===== src/rtl/tile_config_receiver.sv =====
// Configuration-bus responder for one feature of one tile: decodes writes into shadow
// registers, publishes them on commit, and answers OR-able readback requests.
module tile_config_receiver #(
    parameter logic [15:0] TILE_ID    = 16'h0000,
    parameter logic [7:0]  FEATURE_ID = 8'h00,
    parameter int unsigned NUM_REGS   = 4
) (
    input  logic                     i_clk,
    input  logic                     i_rst_n,
    input  logic                     i_config_en,
    input  logic                     i_config_read,
    input  logic [31:0]              i_config_addr,
    input  logic [31:0]              i_config_data,
    output logic [31:0]              o_read_data,
    output logic                     o_read_valid,
    output logic [NUM_REGS*32-1:0]   o_config_out,
    output logic                     o_commit_pulse,
    output logic [7:0]               o_err_count
);

    logic                   r_en;
    logic                   r_read;
    logic [31:0]            r_addr;
    logic [31:0]            r_data;
    logic [NUM_REGS*32-1:0] r_shadow;
    logic [NUM_REGS*32-1:0] r_active;
    logic                   r_dirty;
    logic [31:0]            r_read_data;
    logic                   r_read_valid;
    logic                   r_commit;
    logic [7:0]             r_err_count;

    logic [7:0]             w_reg;
    logic                   w_hit;
    logic                   w_cmd;
    logic                   w_good;
    logic [31:0]            w_shadow_rd;

    assign w_reg  = r_addr[31:24];
    assign w_hit  = (r_addr[15:0] == TILE_ID) && (r_addr[23:16] == FEATURE_ID);
    assign w_cmd  = (w_reg == 8'hFF);
    assign w_good = (32'(w_reg) < NUM_REGS);

    always_comb begin
        w_shadow_rd = '0;
        for (int unsigned i = 0; i < NUM_REGS; i++) begin
            if (w_reg == 8'(i)) begin
                w_shadow_rd = r_shadow[32*i +: 32];
            end
        end
    end

    // Stage 1 captures the request; stage 2 acts on the captured copy at the same edge,
    // so a write followed immediately by a read of the same register sees the new value.
    always_ff @(posedge i_clk or negedge i_rst_n) begin
        if (!i_rst_n) begin
            r_en         <= 1'b0;
            r_read       <= 1'b0;
            r_addr       <= '0;
            r_data       <= '0;
            r_shadow     <= '0;
            r_active     <= '0;
            r_dirty      <= 1'b0;
            r_read_data  <= '0;
            r_read_valid <= 1'b0;
            r_commit     <= 1'b0;
            r_err_count  <= '0;
        end else begin
            r_en         <= i_config_en;
            r_read       <= i_config_read;
            r_addr       <= i_config_addr;
            r_data       <= i_config_data;
            r_read_data  <= '0;
            r_read_valid <= 1'b0;
            r_commit     <= 1'b0;
            if (r_en && w_hit) begin
                if (r_read) begin
                    r_read_valid <= 1'b1;
                    if (w_good) begin
                        r_read_data <= w_shadow_rd;
                    end else if (w_cmd) begin
                        r_read_data <= {31'b0, r_dirty};
                    end
                end else if (w_good) begin
                    for (int unsigned i = 0; i < NUM_REGS; i++) begin
                        if (w_reg == 8'(i)) begin
                            r_shadow[32*i +: 32] <= r_data;
                        end
                    end
                    r_dirty <= 1'b1;
                end else if (w_cmd) begin
                    r_active <= r_shadow;
                    r_dirty  <= 1'b0;
                    r_commit <= 1'b1;
                end
                if (!w_good && !w_cmd && (r_err_count != 8'hFF)) begin
                    r_err_count <= r_err_count + 8'd1;
                end
            end
        end
    end

    assign o_read_data    = r_read_data;
    assign o_read_valid   = r_read_valid;
    assign o_config_out   = r_active;
    assign o_commit_pulse = r_commit;
    assign o_err_count    = r_err_count;

endmodule

===== config.mk =====
export PLATFORM = sky130hd
export DESIGN_NAME = tile_config_receiver
export DESIGN_NICKNAME = d
export VERILOG_FILES = /design/src/rtl/tile_config_receiver.sv
export SDC_FILE = /design/constraint.sdc
export NUM_CORES = 1
export LEC_CHECK = 0
export CORE_ASPECT_RATIO = 2
export CORE_UTILIZATION = 45
export CTS_CLUSTER_SIZE = 30
export DETAILED_ROUTE_END_ITERATION = 7
export PLACE_DENSITY = 0.75
export SLEW_MARGIN = 10
export SYNTH_ARGS = -nofsm -noshare
export SYNTH_HDL_FRONTEND = slang
export SYNTH_SLANG_ARGS = --single-unit

===== constraint.sdc =====
create_clock -name i_clk -period 3.7 [get_ports i_clk]
set_clock_uncertainty 0.05 [all_clocks]
set_input_delay 0.74 -clock i_clk [delete_from_list [all_inputs] [get_ports i_clk]]
set_output_delay 0.74 -clock i_clk [all_outputs]
set_load 0.05 [all_outputs]

# After elaboration in Yosys (flattened, before gate mapping)
# Cells that the tools add are included.
totals:
  input_bits: 68
  output_inout_bits: 170
  reg_bits: 365
  elab_cells: 56
op_classes:
  eq_ne: 5
  bitwise: 2
  muxes: 16
  reduce_logical: 17
  add_sub_neg: 1
  magnitude_cmp: 1
op_table:
  columns: ["operator", "n"]
  rows:
  - ["32-bit two-way mux", 7]
  - ["4-bit AND reduction", 5]
  - ["8-bit by 2-bit equality test with 1-bit output, second input constant", 2]
  - ["16-bit zero test", 1]
  - ["8-bit zero test", 2]
  - ["1-bit two-way mux", 9]
  - ["8-bit by 1-bit adder with 8-bit output, second input constant", 1]
  - ["8-bit by 1-bit equality test with 1-bit output, second input constant", 1]
  - ["8-bit equality test, second input constant", 1]
  - ["8-bit by 3-bit < comparator with 1-bit output, second input constant", 1]
  - ["8-bit != test, second input constant", 1]
  - ["1-bit logical AND", 4]
  - ["3-bit AND reduction", 1]
  - ["1-bit zero test", 2]
  - ["1-bit inverter", 2]
  - ["2-bit AND reduction", 1]
  - ["2-bit nonzero test", 1]

# Longest topological paths before layout
logic_depth:
  depth_word: 8
  mapped_depth: 7
  mapped_depth_nobuf: 5

# Least setup slack after synthesis
# OpenSTA, ideal clock, no wires.
synth_timing:
  path_kind: "reg2reg"
  start: "register r_addr[1]"
  end: "register r_active[118], in the netlist o_config_out[118]"
  required_ns: 3.525
  period_less_slack_ns: 2.150
  slack_ns: 1.550
  n_path_buf: 2
  setup_ns: 0.125
  stages_incl_launch_ff: 8
  t_arrival_ns: 1.975
  path_cell_list: "dfrtp_1 > nor4b_1 > nand4_1 > or2_1 > nor3_2 > buf_2 > buf_4 > mux2_2"
synth_between:
  elab_chain_cells: 4
synth_lines:
  columns: ["item", "line", "rtl"]
  rows:
  - ["start: declaration", "23", "logic [31:0] r_addr;"]
  - ["start signal: assignment", "71", "r_addr <= i_config_addr;"]
  - ["16-bit zero test", "40", "assign w_hit = (r_addr[15:0] == TILE_ID) && (r_addr[23:16] == FEATURE_ID);"]
  - ["1-bit logical AND", "40", null]
  - ["1-bit logical AND", "76", "if (r_en && w_hit) begin"]
  - ["4-bit AND reduction (no source line)", null, null]
  - ["end signal: assignment", "92", "r_active <= r_shadow;"]
  - ["end: declaration", "26", "logic [NUM_REGS*32-1:0] r_active;"]
# Every way passes these cells.
# A chain may end at the register's enable or synchronous reset.

# Worst setup path after layout
layout_timing:
  start: "register r_addr[1]"
  end: "register r_shadow[124]"
layout_between:
  elab_chain_cells: 4
layout_lines:
  columns: ["item", "line", "rtl"]
  rows:
  - ["16-bit zero test", "40", null]
  - ["1-bit logical AND", "40", null]
  - ["1-bit logical AND", "76", null]
  - ["4-bit AND reduction (no source line)", null, null]
  - ["end signal: indexed assignment", "87", "r_shadow[32*i +: 32] <= r_data;"]
  - ["end: declaration", "25", "logic [NUM_REGS*32-1:0] r_shadow;"]
# Every way passes these cells.

==> qor.yml <==
path_buf_inv: 1
max_stage_delay_ps: 540
setup_viol: 0
place_congestion: 0.774
cts_tree: "done"
placed_area_um2: 16500
yosys_register_bits: 365
fin_crit_sh: 0.731
clock_latency_ps: 570
overflow: 0
layout_commonest_cell: "dfrtp_1"
cts_resized: 0
hpwl_mm: 21.2
fmax_mhz: 370
grt_antenna_before_repair: 2
reg2reg_depth: 6
max_slew_margin: 0.335
powerDensity_nw_per_um2: 430
synth.cell_area_um2: 13600
routed_wl_mm: 30.8
whs_ps: 171
critPathCaptureType: "register"
crit_slowest_cell: "nand4_1"
rsz0062_at_grt: "no"
cts_buffers: 31
tns_ps: 0
crit_cells: 6
via_per_inst: 5.35
wl_per_cell_um: 21.0
rows: 89
area_growth_pct: 28.6
start_util: 0.460
grt_pass1_vias: 8435
ir_drop_v: 0.000436
cp_top_family: "simple AND/OR/NAND/NOR gates"
grt_first_pass_wirelength_mm: 48.3
critPathCapture: "r_shadow[124]"
cap_viol_max_count: 0
outcome: "complete, but fails checks"
synth_nets: 896
ys_warn_count: 0
violations: "DRC"
r2r_slack_ps: 1000
numClockSinks: 365
drt-pass1-iter-count: 6
vias: 7828
dieHeight_um: 248
ioPinCount: 238
final_cell_mix: "363 x dfrtp_1, 236 x clkdlybuf4s50_1, 191 x mux2_2"
period_needed_ps: 2700
syn_avg_cell_area_um2: 16.5
critical_path.max_fanout: 12
drtIter0Drc: 373
setup.worst_path.start: "r_addr[1]"
total_power_mw: 7.53
clockBufferDepth: 3
port_buffers: 237
dieArea_um2: 31000
place_ws_ps: 916
clkTransAtPathRegs_ps: 70
htree_num_levels: 1
final_cell_area_um2: 17500
r2r_start: "r_addr[1]"
grtUsageTotal: 0.205
post-cts-setup-buffers: 0
crit_path_cell_trace: "nor4b_1 > nand4_1 > nor3_2 > nand4_1 > buf_4 > mux2_1"
worstPathArrival_ps: 3090
root_buffer: "clkbuf_16"
grt_max_degree: 105
ant_nets: 0
crit_top_cell: "nand4_1"
syn_inst: 827
fp.dieW_um: 125
tightest_slew_ps: 995
leakage_nw: 8.30
finalHoldViolCount: 0
coreArea_um2: 29600
drive_above_1_share: 0.264
fin_nets: 1144
critPathLaunchType: "register"
route.detailed.drc: 28
ys_seq_area_frac: 0.671
timing.rr.end: "r_shadow[124]"
finalMaxSlewViolations: 0
fin_ws_ps: 997
ys_types: 31
worstSetupPathType: "register to register"
min_path_type: "input port to asynchronous set/reset pin"
hold_buffers: 0
worstPathRequired_ps: 4080
## layer usage
layer	GRT usage	vias up	share of wire
li1	-	3458	-
met1	0.220	4113	0.36
met2	0.392	188	0.56
met3	0.0254	67	0.036
met4	0.102	2	0.045
met5	0	-	0.00026
## cells by family after synthesis
| logic type | share of synthesized area |
|---|---|
| buffers and inverters | 0.0162 |
| AND/OR/NAND/NOR | 0.0407 |
| flip-flops | 0.671 |
| adder cells (fa/ha/maj) | 0.000919 |
| multiplexers | 0.244 |
| XOR/XNOR | 0.00386 |
| AO/OA/AOI/OAI | 0.0235 |
## Yosys cell counts
cell type	instances	area [um^2]
or2_1	1	6.26
nor3_1	3	15.0
a21oi_1	1	5.00
clkbuf_1	15	56.3
nor4b_1	1	8.76
nand4b_1	2	17.5
dfrtp_1	365	9130
nand2_1	2	7.51
a31oi_1	1	6.26
and2_1	1	6.26
nor4_1	4	25.0
a22oi_1	1	7.51
buf_1	7	26.3
mux2_2	191	2150
nor3_2	2	20.0
o31ai_1	13	97.6
nand2b_1	13	81.3
nand4_1	8	50.1
xnor2_1	6	52.6
buf_2	11	55.1
and3_1	7	43.8
a41oi_1	1	8.76
mux2_1	66	743
nand3_1	6	30.0
nor2_1	8	30.0
mux4_2	19	428
nor2b_1	33	206
a211oi_1	26	195
ha_1	1	12.5
or3_1	1	6.26
buf_4	11	82.6
## stage by stage
| step | utilization | cells |
|---|---|---|
| 2_1_floorplan | - | 827 |
| 3_3_place_gp | 0.556 | 1406 |
| 3_5_place_dp | 0.556 | 1406 |
| 4_1_cts | 0.591 | 1463 |
| 5_1_grt | 0.591 | 1464 |
| 6_report | 0.591 | 1464 |
## registers in the layout, summed over array words and instances, names as in the netlist, 8 cells and up
| signal | cells |
|---|---|
| r_addr | 32 |
| r_data | 32 |
| o_err_count | 8 |
| o_config_out | 128 |
| r_shadow | 128 |
| o_read_data | 32 |
## worst min-delay path by stage
stage / start / endpoint / depth (start not counted)
floorplan: i_rst_n / o_commit_pulse / 0
global placement: r_dirty / r_dirty / 2
detailed placement: o_config_out[67] / o_config_out[67] / 1
CTS: i_rst_n / r_addr[13] / 1
global route: i_rst_n / r_addr[17] / 1
finish: i_rst_n / r_addr[15] / 1
## area by class of cell
type                            instances  area [um^2]
Clock inverter                         12          121
Tap cell                              364          455
Multi-Input combinational cell        418         4280
Fill cell                            2333        12100
Clock buffer                           45          908
Sequential cell                       365         9140
Timing Repair Buffer                  259         2610
Antenna cell                            1         2.50
## power breakdown
group | switching (mW) | internal [mW] | total (mW)
Clock | 1.42 | 1.84 | 3.26
Sequential | 0.0382 | 4.03 | 4.06
Combinational | 0.114 | 0.0902 | 0.204
(Power assumes the default switching activity.)
